<file path="config.mk">
export PLATFORM = sky130hd
export DESIGN_NAME = morph_5x5_minmax
export DESIGN_NICKNAME = d
export VERILOG_FILES = /design/src/rtl/morph_pkg.sv /design/src/rtl/morph_5x5_minmax_reduce5.sv /design/src/rtl/morph_5x5_minmax.sv
export SDC_FILE = /design/constraint.sdc
export NUM_CORES = 1
export LEC_CHECK = 0
export ABC_AREA = 1
export ABC_CLOCK_PERIOD_IN_PS = 9000
export BUFFER_PORTS_ARGS = -buffer_cell sky130_fd_sc_hd__buf_2
export CORE_ASPECT_RATIO = 0.6
export CORE_UTILIZATION = 40
export CTS_BUF_LIST = sky130_fd_sc_hd__clkbuf_4 sky130_fd_sc_hd__clkbuf_8
export DETAILED_ROUTE_END_ITERATION = 12
export HOLD_SLACK_MARGIN = 0.03
export SKIP_CTS_REPAIR_TIMING = 1
export SYNTH_ARGS = -nofsm -noshare
export SYNTH_HDL_FRONTEND = slang
export SYNTH_HIERARCHICAL = 1
export SYNTH_SLANG_ARGS = --single-unit
</file>
<file path="constraint.sdc">
create_clock -name clk -period 9 [get_ports clk]
set_input_delay 1.35 -clock clk [delete_from_list [all_inputs] [get_ports clk]]
set_output_delay 1.35 -clock clk [all_outputs]
set_load 0.1 [all_outputs]
</file>
<file path="src/rtl/morph_pkg.sv">
// morph_pkg: shared encodings and helpers for the 5x5 min/max morphology stage.
//   - op encodings (erode = min, dilate = max)
//   - structuring-element encodings and their 25-bit tap masks
//     (bit N of a mask selects tap wN, row N/5, col N%5, centre w12)
//   - identity values that make a masked-out tap transparent to the reduction
package morph_pkg;

  typedef enum logic {
    OP_ERODE  = 1'b0,
    OP_DILATE = 1'b1
  } op_e;

  typedef enum logic [1:0] {
    SE_SQ5     = 2'b00,
    SE_CROSS5  = 2'b01,
    SE_SQ3     = 2'b10,
    SE_DIAMOND = 2'b11
  } se_e;

  // All 25 taps.
  localparam logic [24:0] MASK_SQ5     = 25'h1FF_FFFF;
  // Centre row (taps 10..14) and centre column (taps 2,7,12,17,22).
  localparam logic [24:0] MASK_CROSS5  = 25'h042_7C84;
  // Inner 3x3: taps 6-8, 11-13, 16-18.
  localparam logic [24:0] MASK_SQ3     = 25'h007_39C0;
  // Manhattan distance <= 2 from the centre: 13 taps.
  localparam logic [24:0] MASK_DIAMOND = 25'h047_7DC4;

  localparam logic [7:0] MIN_ID = 8'hFF;
  localparam logic [7:0] MAX_ID = 8'h00;

  // Flags that travel alongside each result through the pipeline.
  typedef struct packed {
    logic sof;
    logic eol;
    logic eof;
  } flags_t;

  function automatic logic [24:0] se_mask(input se_e sel);
    logic [24:0] m;
    case (sel)
      SE_SQ5:     m = MASK_SQ5;
      SE_CROSS5:  m = MASK_CROSS5;
      SE_SQ3:     m = MASK_SQ3;
      SE_DIAMOND: m = MASK_DIAMOND;
      default:    m = MASK_SQ5;
    endcase
    return m;
  endfunction

  // Value that never wins the reduction for the given operation.
  function automatic logic [7:0] ident(input op_e op);
    return (op == OP_DILATE) ? MAX_ID : MIN_ID;
  endfunction

endpackage

</file>
<file path="src/rtl/morph_5x5_minmax_reduce5.sv">
// morph_reduce5: combinational 5-input unsigned min (erode) / max (dilate).
//   op_i  : OP_ERODE selects minimum, OP_DILATE selects maximum
//   in_i  : five 8-bit operands
//   res_o : reduction result
module morph_reduce5
  import morph_pkg::*;
(
  input  op_e              op_i,
  input  logic [4:0][7:0]  in_i,
  output logic [7:0]       res_o
);

  logic [7:0] acc_s;

  // Linear compare chain; ternaries keep every path assigned.
  always_comb begin
    acc_s = in_i[0];
    for (int i = 1; i < 5; i++) begin
      acc_s = (op_i == OP_DILATE) ? ((in_i[i] > acc_s) ? in_i[i] : acc_s)
                                  : ((in_i[i] < acc_s) ? in_i[i] : acc_s);
    end
    res_o = acc_s;
  end

endmodule

</file>
<file path="src/rtl/morph_5x5_minmax.sv">
// morph_5x5_minmax: 3-stage grey-scale erosion/dilation over a 5x5 window.
//   clk, rst_n   : rising-edge clock, asynchronous active-low reset
//   in_valid_i   : win_i holds the window of a newly accepted pixel
//   win_i        : taps w0..w24, wN at [8N+7:8N]; w24 is the newest pixel
//   op_i         : 0 erode (min), 1 dilate (max); latched at frame start
//   se_sel_i     : structuring element; latched at frame start
//   out_valid_o  : out_pix_o holds a result (3 cycles after its input)
//   out_pix_o    : morphology result
//   out_sof_o / out_eol_o / out_eof_o : first of frame / last of row / last of frame
// Only fully interior windows (row>=4, col>=4 of the newest pixel) yield output.
module morph_5x5_minmax
  import morph_pkg::*;
#(
  parameter int IMG_W = 256,
  parameter int IMG_H = 256
) (
  input  logic         clk,
  input  logic         rst_n,
  input  logic         in_valid_i,
  input  logic [199:0] win_i,
  input  logic         op_i,
  input  logic [1:0]   se_sel_i,
  output logic         out_valid_o,
  output logic [7:0]   out_pix_o,
  output logic         out_sof_o,
  output logic         out_eol_o,
  output logic         out_eof_o
);

  localparam int CW = $clog2(IMG_W);
  localparam int RW = $clog2(IMG_H);
  localparam logic [CW-1:0] COL_LAST  = CW'(IMG_W - 1);
  localparam logic [RW-1:0] ROW_LAST  = RW'(IMG_H - 1);
  localparam logic [CW-1:0] COL_INNER = CW'(4);
  localparam logic [RW-1:0] ROW_INNER = RW'(4);

  // Position of the newest pixel and frame configuration.
  logic [CW-1:0] col_q, col_d;
  logic [RW-1:0] row_q, row_d;
  op_e           cfg_op_q, cfg_op_d;
  se_e           cfg_se_q, cfg_se_d;

  // Stage-1 inputs (combinational).
  logic              interior_s;
  flags_t            flags_s;
  logic [24:0]       mask_s;
  logic [7:0]        id_s;
  logic [24:0][7:0]  taps_d;

  // Pipeline registers. op travels with the data so a frame-start latch
  // never alters results of the previous frame still in flight.
  logic              s1_vld_q;
  logic [24:0][7:0]  s1_taps_q;
  op_e               s1_op_q;
  flags_t            s1_flg_q;

  logic [4:0][7:0]   row_red_s;
  logic              s2_vld_q;
  logic [4:0][7:0]   s2_rows_q;
  op_e               s2_op_q;
  flags_t            s2_flg_q;

  logic [7:0]        final_s;
  logic              out_valid_q;
  logic [7:0]        out_pix_q;
  flags_t            out_flg_q;

  // Counter advance and frame-start configuration capture.
  always_comb begin
    col_d    = col_q;
    row_d    = row_q;
    cfg_op_d = cfg_op_q;
    cfg_se_d = cfg_se_q;
    if (in_valid_i) begin
      if (col_q == COL_LAST) begin
        col_d = {CW{1'b0}};
        if (row_q == ROW_LAST) begin
          row_d = {RW{1'b0}};
        end else begin
          row_d = row_q + RW'(1);
        end
      end else begin
        col_d = col_q + CW'(1);
      end
      if ((col_q == {CW{1'b0}}) && (row_q == {RW{1'b0}})) begin
        cfg_op_d = op_e'(op_i);
        cfg_se_d = se_e'(se_sel_i);
      end else begin
        cfg_op_d = cfg_op_q;
        cfg_se_d = cfg_se_q;
      end
    end else begin
      col_d = col_q;
      row_d = row_q;
    end
  end

  // Position and configuration state.
  always_ff @(posedge clk or negedge rst_n) begin
    if (!rst_n) begin
      col_q    <= {CW{1'b0}};
      row_q    <= {RW{1'b0}};
      cfg_op_q <= OP_ERODE;
      cfg_se_q <= SE_SQ5;
    end else begin
      col_q    <= col_d;
      row_q    <= row_d;
      cfg_op_q <= cfg_op_d;
      cfg_se_q <= cfg_se_d;
    end
  end

  // Interior test, boundary flags and tap masking for stage 1.
  always_comb begin
    interior_s  = (row_q >= ROW_INNER) && (col_q >= COL_INNER);
    flags_s.sof = (row_q == ROW_INNER) && (col_q == COL_INNER);
    flags_s.eol = (col_q == COL_LAST);
    flags_s.eof = (row_q == ROW_LAST) && (col_q == COL_LAST);
    mask_s      = se_mask(cfg_se_q);
    id_s        = ident(cfg_op_q);
    for (int n = 0; n < 25; n++) begin
      taps_d[n] = mask_s[n] ? win_i[8*n +: 8] : id_s;
    end
  end

  // Stage 1: masked taps.
  always_ff @(posedge clk or negedge rst_n) begin
    if (!rst_n) begin
      s1_vld_q  <= 1'b0;
      s1_taps_q <= '{default: 8'h00};
      s1_op_q   <= OP_ERODE;
      s1_flg_q  <= 3'b000;
    end else begin
      s1_vld_q <= in_valid_i && interior_s;
      if (in_valid_i && interior_s) begin
        s1_taps_q <= taps_d;
        s1_op_q   <= cfg_op_q;
        s1_flg_q  <= flags_s;
      end else begin
        s1_taps_q <= s1_taps_q;
        s1_op_q   <= s1_op_q;
        s1_flg_q  <= s1_flg_q;
      end
    end
  end

  // One reducer per window row (row r holds taps 5r..5r+4).
  for (genvar r = 0; r < 5; r++) begin : g_row
    morph_reduce5 u_row_red (
      .op_i  (s1_op_q),
      .in_i  (s1_taps_q[5*r +: 5]),
      .res_o (row_red_s[r])
    );
  end

  // Stage 2: per-row results.
  always_ff @(posedge clk or negedge rst_n) begin
    if (!rst_n) begin
      s2_vld_q  <= 1'b0;
      s2_rows_q <= '{default: 8'h00};
      s2_op_q   <= OP_ERODE;
      s2_flg_q  <= 3'b000;
    end else begin
      s2_vld_q <= s1_vld_q;
      if (s1_vld_q) begin
        s2_rows_q <= row_red_s;
        s2_op_q   <= s1_op_q;
        s2_flg_q  <= s1_flg_q;
      end else begin
        s2_rows_q <= s2_rows_q;
        s2_op_q   <= s2_op_q;
        s2_flg_q  <= s2_flg_q;
      end
    end
  end

  morph_reduce5 u_final_red (
    .op_i  (s2_op_q),
    .in_i  (s2_rows_q),
    .res_o (final_s)
  );

  // Stage 3: output register; flags forced low on bubbles.
  always_ff @(posedge clk or negedge rst_n) begin
    if (!rst_n) begin
      out_valid_q <= 1'b0;
      out_pix_q   <= 8'h00;
      out_flg_q   <= 3'b000;
    end else begin
      out_valid_q <= s2_vld_q;
      if (s2_vld_q) begin
        out_pix_q <= final_s;
        out_flg_q <= s2_flg_q;
      end else begin
        out_pix_q <= out_pix_q;
        out_flg_q <= 3'b000;
      end
    end
  end

  assign out_valid_o = out_valid_q;
  assign out_pix_o   = out_pix_q;
  assign out_sof_o   = out_flg_q.sof;
  assign out_eol_o   = out_flg_q.eol;
  assign out_eof_o   = out_flg_q.eof;

endmodule

</file>
==> flow_summary.rst, run 1 <==
.. list-table::
   :header-rows: 1

   * - Metric
     - Value
   * - Worst Hold Class
     - flop to flop
   * - Arrival time worst endpoint
     - 8.41 ns
   * - Proportion of netlist area held by the largest area contributor
     - 27.1%
   * - Vias in the first global route
     - 22700
   * - Total global routing overflow
     - 0
   * - Number of synthesized flops with an enable pin
     - 0
   * - Average instance area after synthesis
     - 6.66 sq um
   * - Core Rows
     - 71
   * - Worst slack on hold paths
     - 0.465 ns
   * - Clock Skews
     - 0.0357 ns
   * - H-tree levels
     - 2
   * - Fraction of the cycle the final worst path needs
     - 87.7%
   * - Number of DRC violations after detailed-routing iteration 0
     - 1939
   * - Clock-pin slew on the worst setup and hold paths
     - 0.07 ns
   * - Startpoint type of the worst setup path
     - flop
   * - Total clock buffers created by CTS
     - 49
   * - Post-synth cell types
     - 47
   * - Final cell count without fillers
     - 4899
   * - Launch point of the worst reg-to-reg path
     - s2_rows_q[2]
   * - Least-Margin Pin Slew
     - 1.12 ns
   * - Most common library cell in the layout ignoring fill and taps
     - sky130_fd_sc_hd__nand2_1
   * - Leakage power summed over all cells
     - 16.3 nW
   * - DRC violations left
     - 0
   * - CP startpoint
     - s2_rows_q[2]
   * - First-pass GRT wire length
     - 124 mm
   * - Total number of yosys warnings
     - 6
   * - Via density
     - 5.07
   * - Max incr delay on CP
     - 0.85 ns
   * - Placed Cells incl. Taps
     - 4809
   * - TritonCTS clock tree
     - yes
   * - NumNets Final
     - 4417
   * - Synthesized flop and latch total
     - 281
   * - Area growth from synthesis to final layout
     - 9.76%
   * - Count of endpoints failing hold in the final timing report
     - 0
   * - Result of the run
     - finished, final reports clean
   * - Total number of clock tree sinks
     - 281
   * - Pins over their slew limit
     - 0
   * - Max Fanout on Critical Path
     - 17
   * - Maximum Capacitance Violations
     - 0
   * - Data required time of the critical path
     - 9.52 ns
   * - Count of buffers inserted at the top-level ports
     - 217
   * - TritonRoute pass-1 iters
     - 6
   * - Initial cell density of the core
     - 41.0%
   * - Fraction of layout cells with a size suffix above 1
     - 16.4%
   * - Remaining antenna violation count
     - 0
   * - Die Height
     - 199 microns
   * - Number of top-level pins
     - 218
   * - Sequential share of the synthesized area
     - 27.1%
   * - Width of the die
     - 331 microns
   * - FILL cells
     - 6592
   * - F_max
     - 127 MHz
   * - Clock latency reported for the late side of the worst-skew pair
     - 0.66 ns
   * - Cell chosen for the clock root
     - sky130_fd_sc_hd__clkbuf_8
   * - Area of combinational cells with multiple inputs
     - 16000 sq um
   * - Commonest cells after routing, fill and taps aside
     - sky130_fd_sc_hd__nand2_1 (1422), sky130_fd_sc_hd__inv_1 (467), sky130_fd_sc_hd__nand3_1 (401)
   * - Post-Syn Instances
     - 3896
   * - Total Negative Setup Slacks
     - 0 ns
   * - Number of antenna violations at the first check in global routing
     - 4
   * - Number of vias in the routed layout
     - 24800
   * - Headroom to the max-slew limit
     - 25.0%
   * - Synthesized Nets
     - 4292
   * - Detailed-placement wirelength estimate
     - 56.6 mm
   * - Final core area utilization
     - 45.0%
   * - Unrepaired setup endpoints after global routing
     - no
   * - IR Drop Worst-Case VDD
     - 0.000317 V
   * - Library cell occupying the most area in the post-synthesis netlist
     - sky130_fd_sc_hd__dfrtp_1
   * - Slowest cell on the critical path
     - sky130_fd_sc_hd__o21ai_1
   * - Leading cell types by total area after synthesis
     - sky130_fd_sc_hd__dfrtp_1 (27%), sky130_fd_sc_hd__nand2_1 (21%), sky130_fd_sc_hd__ha_1 (9.2%)
   * - Worst setup path category
     - flop to flop
   * - Total of endpoints with negative setup slack in the final report
     - 0
   * - Die Outline Area
     - 65900 sq um
   * - Proportion of synthesized flip-flops having asynchronous set or reset
     - 100%
   * - Reg area
     - 7040 sq um
   * - Clock Path Buffers
     - 3
   * - Power per standard cell area
     - 328 nW/um^2
   * - Primary FF master, synth
     - sky130_fd_sc_hd__dfrtp_1
   * - Min cycle time layout
     - 7.89 ns
   * - HP Start
     - s2_flg_q[0]
   * - Category of the worst setup path capture point
     - flop
   * - Detailed Route WL
     - 76.9 mm
   * - Core area
     - 63300 sq um
   * - Post-synthesis cell area
     - 25900 sq um
   * - Post-DR wirelength/cell
     - 15.7 microns
   * - Most common cell on crit path
     - sky130_fd_sc_hd__nand2_1
   * - Pin count of the biggest net entering global routing
     - 143
   * - Final weighted congestion of routability-driven global placement
     - 0.917
   * - Overall global routing resource usage
     - 23.5%
routing by layer:
| layer | share of wire [%] | GRT usage (%) | up-vias |
|---|---|---|---|
| li1 | - | - | 12800 |
| met1 | 53 | 37.3 | 11300 |
| met2 | 38 | 32.1 | 639 |
| met3 | 6.7 | 4.16 | 73 |
| met4 | 1.6 | 5.10 | 0 |
| met5 | 0 | 0 | - |
Yosys cell counts (2+ instances only):
master / n
sky130_fd_sc_hd__xor2_1: 2
sky130_fd_sc_hd__ha_1: 190
sky130_fd_sc_hd__nand4_1: 14
sky130_fd_sc_hd__clkbuf_1: 45
sky130_fd_sc_hd__inv_1: 469
sky130_fd_sc_hd__nor2_1: 82
sky130_fd_sc_hd__nor2_2: 7
sky130_fd_sc_hd__buf_12: 3
sky130_fd_sc_hd__nand2_2: 60
sky130_fd_sc_hd__a21o_1: 6
sky130_fd_sc_hd__a32oi_1: 18
sky130_fd_sc_hd__nand2_1: 1422
sky130_fd_sc_hd__nand2_8: 4
sky130_fd_sc_hd__dfrtp_1: 281
sky130_fd_sc_hd__nand4_2: 9
sky130_fd_sc_hd__buf_6: 16
sky130_fd_sc_hd__clkinv_1: 6
sky130_fd_sc_hd__buf_4: 13
sky130_fd_sc_hd__o22ai_1: 5
sky130_fd_sc_hd__o21bai_1: 6
sky130_fd_sc_hd__o21ai_1: 15
sky130_fd_sc_hd__and2_1: 30
sky130_fd_sc_hd__mux2_2: 52
sky130_fd_sc_hd__nand3_1: 402
sky130_fd_sc_hd__nand4_4: 3
sky130_fd_sc_hd__inv_2: 14
sky130_fd_sc_hd__nand3_2: 115
sky130_fd_sc_hd__or2_2: 6
sky130_fd_sc_hd__or2_0: 13
sky130_fd_sc_hd__o21ai_0: 302
sky130_fd_sc_hd__a21oi_1: 105
sky130_fd_sc_hd__nand2_4: 25
sky130_fd_sc_hd__buf_2: 102
sky130_fd_sc_hd__nor2_4: 13
sky130_fd_sc_hd__a211oi_2: 5
sky130_fd_sc_hd__o21ai_2: 2
sky130_fd_sc_hd__o211ai_1: 13
sky130_fd_sc_hd__a32o_1: 12
where the power goes:
group	switching (mW)	internal (mW)	leakage (nW)
Combinational	4.00	2.19	12.3
Clock	0.592	0.760	0.583
Sequential	0.299	1.50	3.43
stage by stage:
stage	area, sq um	setup WS, ns	power (mW)
floorplan	25900	2.61	6.60
finish	28500	1.11	9.34
global route	28500	0.416	10.3
detailed placement	27400	1.37	7.91
global placement	27400	1.30	7.88
CTS	28500	1.32	9.31
worst max-delay path: cells and delay by family, from the launching register on:
family,cells,cell delay (ns)
adder cells (fa/ha/maj),4,1.21
AO/OA/AOI/OAI,9,2.87
flip-flops,1,0.43
buffers and inverters,7,0.77
AND/OR/NAND/NOR,22,2.22
multiplexers,1,0.26
area by class of cell:
cell class,instances,share of cell area (%)
antenna,4,0.0352
clock inverter,15,0.659
tap,839,3.69
sequential,281,24.7
timing repair buffer,256,4.92
multi-input combinational,2943,56.3
inverter,490,6.49
clock buffer,71,3.17
registers in the layout, summed over array words and instances (netlist names), 2 cells and up:
| signal | flops |
|---|---|
| cfg_se_q | 2 |
| row_q | 8 |
| s2_flg_q | 3 |
| out_pix_o | 8 |
| s1_taps_q | 200 |
| s1_flg_q | 3 |
| col_q | 8 |
| s2_rows_q | 40 |
logic make-up (layout without fill, tap and decap cells):
kind of cell             count (synthesis)  in the layout  share of synthesized area, %
XOR/XNOR                                 3              3                         0.101
AND/OR/NAND/NOR                       2207           2207                          39.8
other                                    0              4                             0
adder cells (fa/ha/maj)                190            190                          9.16
buffers and inverters                  672            832                          11.1
multiplexers                            52             52                          2.26
AO/OA/AOI/OAI                          491            491                          10.5
flip-flops                             281            281                          27.1
path summary, 6_finish.rpt:
path	endpoint	slack, ns	cells after the start
setup / recovery	out_pix_o[6]	1.11	43
hold / removal	out_eof_o	0.47	2
min in group asynchronous	s1_taps_q[83]	0.72	1
hold reg to reg	out_eof_o	0.47	2
max in group asynchronous	s1_taps_q[9]	6.90	2
setup reg to reg	out_pix_o[6]	1.11	43
No activity file was read; power rests on OpenSTA's default activity.
==> run 2: changes to the inputs <==
Settings changed: ABC_AREA 1 to 0, CTS_CLUSTER_DIAMETER from default to 80.
==> flow_summary.rst, run 2 <==
.. list-table::
   :header-rows: 1

   * - Metric
     - Value
   * - Average instance area after synthesis
     - 9.96 sq um
   * - Count of buffers inserted at the top-level ports
     - 217
   * - Number of top-level pins
     - 218
   * - Result of the run
     - finished, final reports clean
   * - Final cell count without fillers
     - 3033
   * - Max reg flops
     - 200
   * - Number of DRC violations after detailed-routing iteration 0
     - 834
   * - Number of antenna violations at the first check in global routing
     - 0
   * - Library cell occupying the most area in the post-synthesis netlist
     - sky130_fd_sc_hd__dfrtp_1
   * - Commonest cells after routing, fill and taps aside
     - sky130_fd_sc_hd__nand2_1 (283), sky130_fd_sc_hd__dfrtp_1 (279), sky130_fd_sc_hd__buf_2 (216)
   * - Fraction of the cycle the final worst path needs
     - 93.8%
   * - Data required time of the critical path
     - 9.51 ns
   * - Category of the worst setup path capture point
     - flop
   * - Die Height
     - 180 microns
   * - Clock latency reported for the late side of the worst-skew pair
     - 0.63 ns
   * - Share of the synthesized area in compound gates (AO/OA/AOI/OAI)
     - 12.9%
   * - Most frequent cell after synthesis
     - sky130_fd_sc_hd__nand2_1
   * - Via density
     - 5.32
   * - Max incr delay on CP
     - 0.54 ns
   * - Sequential share of the synthesized area
     - 33.3%
   * - Simple-gate share of the synthesized area
     - 13.0%
   * - Total global routing overflow
     - 0
   * - First-pass GRT wire length
     - 91.0 mm
   * - TritonRoute pass-1 iters
     - 5
   * - Pin count of the biggest net entering global routing
     - 168
   * - Width of the die
     - 298 microns
   * - FILL cells
     - 4892
   * - Area of combinational cells with multiple inputs
     - 12900 sq um
   * - Remaining antenna violation count
     - 0
   * - Cell chosen for the clock root
     - sky130_fd_sc_hd__clkbuf_8
   * - Most common library cell in the layout ignoring fill and taps
     - sky130_fd_sc_hd__nand2_1
   * - Pins over their slew limit
     - 0
   * - Leading cell types by total area after synthesis
     - sky130_fd_sc_hd__dfrtp_1 (33%), sky130_fd_sc_hd__mux2_4 (12%), sky130_fd_sc_hd__ha_1 (11%)
   * - Worst setup path category
     - flop to flop
   * - Clock-pin slew on the worst setup and hold paths
     - 0.06 ns
   * - Maximum Capacitance Violations
     - 0
   * - Max Fanout on Critical Path
     - 15
   * - Launch point of the worst reg-to-reg path
     - s1_taps_q[9]
   * - Xor/xnor cell area share of the yosys netlist
     - 0.540%
   * - Number of vias in the routed layout
     - 16100
   * - Arrival time worst endpoint
     - 8.95 ns
   * - Detailed Route WL
     - 56.9 mm
   * - Post-Syn Instances
     - 2118
   * - End of the worst register-to-register path
     - s2_rows_q[0]
   * - Post-synthesis cell area
     - 21100 sq um
   * - Total of endpoints with negative setup slack in the final report
     - 0
   * - Count of endpoints failing hold in the final timing report
     - 0
   * - Total clock buffers created by CTS
     - 46
   * - Core Rows
     - 64
   * - F_max
     - 118 MHz
   * - H-tree levels
     - 2
   * - Min cycle time layout
     - 8.44 ns
   * - Reg2Reg Depth
     - 35
   * - Number of synthesized flops with an enable pin
     - 0
   * - Most instantiated cells after synthesis
     - sky130_fd_sc_hd__nand2_1 (287), sky130_fd_sc_hd__dfrtp_1 (281), sky130_fd_sc_hd__ha_1 (190)
   * - Most common cell on crit path
     - sky130_fd_sc_hd__a21oi_1
   * - Final core area utilization
     - 46.1%
   * - Detailed-placement wirelength estimate
     - 41.6 mm
   * - Critical path endpoint
     - s2_rows_q[0]
   * - Adder-cell area share of the yosys netlist
     - 11.3%
   * - Fraction of layout cells with a size suffix above 1
     - 30.0%
   * - Proportion of synthesized flip-flops having asynchronous set or reset
     - 100%
   * - Die Outline Area
     - 53700 sq um
   * - DRC violations left
     - 0
   * - Startpoint type of the worst setup path
     - flop
   * - Vias in the first global route
     - 16300
   * - Core area
     - 51500 sq um
   * - Area growth from synthesis to final layout
     - 12.4%
   * - NumNets Final
     - 2704
   * - Multiplexer share of the synthesized area
     - 23.1%
   * - Overall global routing resource usage
     - 21.1%
   * - Biggest register
     - s1_taps_q
   * - Synthesized flop and latch total
     - 281
   * - Placed Cells incl. Taps
     - 2942
   * - Primary FF master, synth
     - sky130_fd_sc_hd__dfrtp_1
   * - Synthesized Nets
     - 2514
   * - Post-DR wirelength/cell
     - 18.8 microns
   * - Worst-case register-to-register setup slack
     - 0.56 ns
   * - Total number of clock tree sinks
     - 281
   * - Least-Margin Pin Slew
     - 1.21 ns
   * - Number of antenna diodes
     - 0
   * - Largest registers
     - s1_taps_q x200, s2_rows_q x40
   * - Total number of yosys warnings
     - 6
   * - Reg area
     - 7030 sq um
   * - TritonCTS clock tree
     - yes
   * - Worst Hold Class
     - flop to flop
   * - CP startpoint
     - s1_taps_q[9]
   * - Initial cell density of the core
     - 41.0%
   * - Post-synth cell types
     - 70
   * - Dominant combinational cell family by area after synthesis
     - multiplexers
   * - Clock Skews
     - 0.0355 ns
   * - Final weighted congestion of routability-driven global placement
     - 0.889
   * - Headroom to the max-slew limit
     - 19.1%
   * - Slowest cell on the critical path
     - sky130_fd_sc_hd__a2111oi_2
   * - Proportion of netlist area held by the largest area contributor
     - 33.3%
   * - Clock Path Buffers
     - 3
## run 2: cells by family after synthesis
kind of cell | after synthesis
flops | 281
mux | 378
xor+xnor | 13
fa+ha+maj | 190
compound gates | 419
buf+inv | 260
simple gates | 577
## run 2: layout make-up
cell class | instances | area share (%)
flip-flops and latches | 281 | 29.7
well taps | 693 | 3.66
clock buffers | 66 | 3.62
repair buffers | 251 | 5.86
inverters | 151 | 2.39
multi-input cells | 1577 | 54.4
clock inverters | 14 | 0.459
## run 2: through the flow
step | TNS, ns | area (sq um) | setup slack [ns] | hold slack (ns)
3_5_place_dp | 0 | 22600 | 0.191 | 0.467
5_1_grt | -0.00587 | 23700 | -0.00587 | 0.515
2_1_floorplan | 0 | 21100 | 0.880 | 0.352
3_3_place_gp | 0 | 22600 | 0.495 | 0.477
4_1_cts | 0 | 23600 | 0.151 | 0.495
6_report | 0 | 23700 | 0.557 | 0.496
## run 2: worst min path at each step
stage                            from  slack (ns)        end  depth (start not counted)
after floorplan              s1_vld_q        0.35   s2_vld_q                          0
after global placement    s2_flg_q[2]        0.48  out_sof_o                          1
after detailed placement  s2_flg_q[2]        0.47  out_sof_o                          1
after CTS                 s2_flg_q[2]        0.49  out_sof_o                          1
after global routing      s2_flg_q[0]        0.52  out_eof_o                          1
final                     s2_flg_q[0]        0.50  out_eof_o                          1
## run 2: per-layer routing
| layer | up-vias | share of wire [%] | GRT usage, % |
|---|---|---|---|
| li1 | 7855 | - | - |
| met1 | 7926 | 52 | 32.3 |
| met2 | 288 | 42 | 31.0 |
| met3 | 56 | 4.1 | 3.38 |
| met4 | 0 | 1.4 | 4.10 |
| met5 | - | 0 | 0 |
## run 2: critical path, delay by kind of cell (launching register included)
family                   cells  cell delay (ns)
multiplexers                 5             1.73
AND/OR/NAND/NOR              8             1.00
flip-flops                   1             0.41
AO/OA/AOI/OAI               16             3.45
buffers and inverters        2             0.50
adder cells (fa/ha/maj)      4             1.22
Power of run 2 is left out: the tool's default activity adds up to more than one toggle a clock period on the data nets, which glitch-free logic cannot reach.
==> run 3: changes to the inputs <==
Settings changed: ABC_CLOCK_PERIOD_IN_PS 9000 to 10700, SYNTH_HIERARCHICAL 1 to default.
Clock period 9 ns to 10.7 ns, I/O delays scaled along.
==> flow_summary.rst, run 3 <==
.. list-table::
   :header-rows: 1

   * - Metric
     - Value
   * - Result of the run
     - finished, final reports clean
   * - Synthesized Nets
     - 2512
   * - Clock Path Buffers
     - 3
   * - Worst setup path category
     - flop to flop
   * - Vias in the first global route
     - 15500
   * - Multiplexer share of the synthesized area
     - 9.65%
   * - Clock power frac
     - 46.5%
   * - Fraction of layout cells with a size suffix above 1
     - 20.5%
   * - Dpl ws
     - 0.981 ns
   * - Commonest cells after routing, fill and taps aside
     - sky130_fd_sc_hd__a21oi_1 (389), sky130_fd_sc_hd__dfrtp_1 (279), sky130_fd_sc_hd__buf_2 (216)
   * - Area growth from synthesis to final layout
     - 14.6%
   * - Worst path setup slack after routing
     - 0.880 ns
   * - Adder-cell area share of the yosys netlist
     - 12.5%
   * - Headroom to the max-slew limit
     - 24.6%
   * - Total of endpoints with negative setup slack in the final report
     - 0
   * - Most used routing layer
     - met2
   * - Portion of total power attributed to combinational logic
     - 7.1%
   * - Most frequent cell after synthesis
     - sky130_fd_sc_hd__a21oi_1
   * - Proportion of synthesized flip-flops having asynchronous set or reset
     - 100%
   * - Max Fanout on Critical Path
     - 13
   * - Initial cell density of the core
     - 40.5%
   * - Most common library cell in the layout ignoring fill and taps
     - sky130_fd_sc_hd__a21oi_1
   * - F_max
     - 102 MHz
   * - Library cell occupying the most area in the post-synthesis netlist
     - sky130_fd_sc_hd__dfrtp_1
   * - Width of the die
     - 281 microns
   * - Post-synth cell types
     - 69
   * - Average instance area after synthesis
     - 8.84 sq um
   * - Clock Skews
     - 0.0351 ns
   * - Number of vias in the routed layout
     - 16000
   * - Int Pwr
     - 1.74 mW
   * - Total global routing overflow
     - 0
   * - Biggest register
     - s1_taps_q
   * - Number of antenna violations at the first check in global routing
     - 2
   * - Largest registers
     - s1_taps_q x200, s2_rows_q x40
   * - Max reg flops
     - 200
   * - Pin count of the biggest net entering global routing
     - 216
   * - Proportion of netlist area held by the largest area contributor
     - 37.5%
   * - Remaining antenna violation count
     - 0
   * - Max incr delay on CP
     - 0.80 ns
   * - Total number of clock tree sinks
     - 281
   * - Least-Margin Pin Slew
     - 1.13 ns
   * - Total number of yosys warnings
     - 0
   * - TritonCTS clock tree
     - yes
   * - Startpoint type of the worst setup path
     - flop
   * - H-tree levels
     - 2
   * - Via density
     - 5.39
   * - DRC violations left
     - 0
   * - Detailed-placement wirelength estimate
     - 39.0 mm
   * - Final weighted congestion of routability-driven global placement
     - 0.882
   * - Clock-pin slew on the worst setup and hold paths
     - 0.06 ns
   * - Die Outline Area
     - 47800 sq um
   * - TritonRoute pass-1 iters
     - 5
   * - Dominant combinational cell family by area after synthesis
     - compound AO/OA/AOI/OAI gates
   * - Count of endpoints failing hold in the final timing report
     - 0
   * - Power spent charging and discharging nets
     - 0.613 mW
   * - Switching share of power
     - 26.1%
   * - Pins over their slew limit
     - 0
   * - Number of top-level pins
     - 218
   * - NumNets Final
     - 2688
   * - Xor/xnor cell area share of the yosys netlist
     - 0.794%
   * - Worst Hold Class
     - flop to flop
   * - Cell chosen for the clock root
     - sky130_fd_sc_hd__clkbuf_8
   * - Count of buffers inserted at the top-level ports
     - 217
   * - Fraction of the cycle the final worst path needs
     - 91.8%
   * - Overall global routing resource usage
     - 22.4%
   * - Leading cell types by total area after synthesis
     - sky130_fd_sc_hd__dfrtp_1 (38%), sky130_fd_sc_hd__ha_1 (12%), sky130_fd_sc_hd__a21oi_1 (10%)
   * - Post-DR wirelength/cell
     - 18.1 microns
   * - Category of the worst setup path capture point
     - flop
   * - Routing usage on met3
     - 3.18%
   * - Sequential share of the synthesized area
     - 37.5%
   * - Total clock buffers created by CTS
     - 48
   * - Post-synthesis cell area
     - 18700 sq um
   * - Maximum Capacitance Violations
     - 0
   * - Met2 track utilization from global routing
     - 33.9%
   * - Unrepaired setup endpoints after global routing
     - no
   * - Data required time of the critical path
     - 11.16 ns
   * - Number of DRC violations after detailed-routing iteration 0
     - 1060
   * - Clock latency reported for the late side of the worst-skew pair
     - 0.62 ns
   * - Sequential group share of total power
     - 46.4%
   * - Post-Syn Instances
     - 2120
   * - Share of the synthesized area in compound gates (AO/OA/AOI/OAI)
     - 20.0%
   * - Most common cell on crit path
     - sky130_fd_sc_hd__a21o_1
   * - Detailed Route WL
     - 53.6 mm
   * - Slowest cell on the critical path
     - sky130_fd_sc_hd__o21ai_0
   * - Min cycle time layout
     - 9.82 ns
   * - Primary FF master, synth
     - sky130_fd_sc_hd__dfrtp_1
   * - Core area
     - 46300 sq um
   * - Leakage power summed over all cells
     - 10.4 nW
   * - Synthesized flop and latch total
     - 281
   * - Core Rows
     - 61
   * - Power per standard cell area
     - 109 nW/um^2
   * - IR Drop Worst-Case VDD
     - 0.0000721 V
   * - Simple-gate share of the synthesized area
     - 14.1%
   * - Die Height
     - 170 microns
   * - Total Negative Setup Slacks
     - 0 ns
   * - Most instantiated cells after synthesis
     - sky130_fd_sc_hd__a21oi_1 (389), sky130_fd_sc_hd__dfrtp_1 (281), sky130_fd_sc_hd__nor2_1 (219)
   * - Met1 demand-to-capacity share in global routing
     - 33.7%
   * - Number of synthesized flops with an enable pin
     - 0
   * - FILL cells
     - 4540
   * - Arrival time worst endpoint
     - 10.28 ns
   * - Final core area utilization
     - 46.4%
   * - First-pass GRT wire length
     - 85.1 mm
-- run 3: changes by cell type after synthesis, moves of 21 or more --
cell	before	now
sky130_fd_sc_hd__o22ai_1	0	25
sky130_fd_sc_hd__mux2_4	173	10
sky130_fd_sc_hd__nor2_1	89	219
sky130_fd_sc_hd__a21oi_1	112	389
sky130_fd_sc_hd__nand2_1	287	112
sky130_fd_sc_hd__buf_6	23	0
sky130_fd_sc_hd__nand2b_1	27	52
sky130_fd_sc_hd__o21ai_1	33	4
sky130_fd_sc_hd__inv_1	145	166
sky130_fd_sc_hd__a31oi_1	1	34
sky130_fd_sc_hd__clkbuf_1	69	96
sky130_fd_sc_hd__and2_1	14	36
sky130_fd_sc_hd__mux2i_1	69	34
sky130_fd_sc_hd__o21ai_0	109	83
-- run 3: through the flow --
stage / power [mW] / hold WS, ns / instances / instance area (sq um)
4_1_cts: 2.38 / 0.482 / 2964 / 21500
2_1_floorplan: 1.18 / 0.352 / 2120 / 18700
5_1_grt: 2.45 / 0.503 / 2966 / 21500
6_report: 2.35 / 0.483 / 2966 / 21500
3_3_place_gp: 1.28 / 0.468 / 2876 / 20400
3_5_place_dp: 1.28 / 0.474 / 2876 / 20400
-- run 3: cell families after synthesis --
kind of cell               after synthesis
AOI/OAI and AO/OA                      645
xor gates and xnor gates                17
adders and majority gates              188
buffers and inverters                  271
DFF                                    281
muxes                                  161
and+or+nand+nor                        557
-- run 3: final timing paths --
| check | to | startpoint | cells after the start | slack, ns |
|---|---|---|---|---|
| max | out_pix_o[1] | s2_rows_q[5] | 39 | 0.88 |
| min | out_sof_o | s2_flg_q[2] | 1 | 0.48 |
| max reg2reg | out_pix_o[1] | s2_rows_q[5] | 39 | 0.88 |
| min reg2reg | out_sof_o | s2_flg_q[2] | 1 | 0.48 |
| max in group asynchronous | s1_taps_q[189] | rst_n | 2 | 8.10 |
| min in group asynchronous | s1_taps_q[90] | rst_n | 1 | 1.11 |
-- run 3: power by group through the flow --
stage | sequential [mW] | combinational, mW | clock [mW]
global placement | 1.11 | 0.168 | 0
global route | 1.09 | 0.188 | 1.17
CTS | 1.09 | 0.170 | 1.12
floorplan | 1.10 | 0.0817 | 0
finish | 1.09 | 0.167 | 1.09
detailed placement | 1.11 | 0.169 | 0
-- run 3: worst max-delay path: cells and delay by family (launching register included) --
kind,cells,cell delay [ns]
flip-flops,1,0.37
AND/OR/NAND/NOR,7,1.33
AO/OA/AOI/OAI,20,4.79
multiplexers,4,1.65
adder cells (fa/ha/maj),4,1.05
buffers and inverters,4,0.51
-- run 3: cell type report --
type	count	area, sq um	area share, %
antenna	2	5.00	0.0233
clock buffer	75	963	4.49
clock inverter	13	105	0.490
inverter	167	627	2.92
multi-input combinational	1568	10700	50.0
sequential	281	7030	32.8
tap	630	788	3.67
timing repair buffer	230	1220	5.68
-- run 3: per-layer routing --
layer,vias to the layer above,routed length (microns)
met3,62,2320
met1,7760,27300
met2,326,23300
met4,0,715
li1,7841,-
met5,-,0
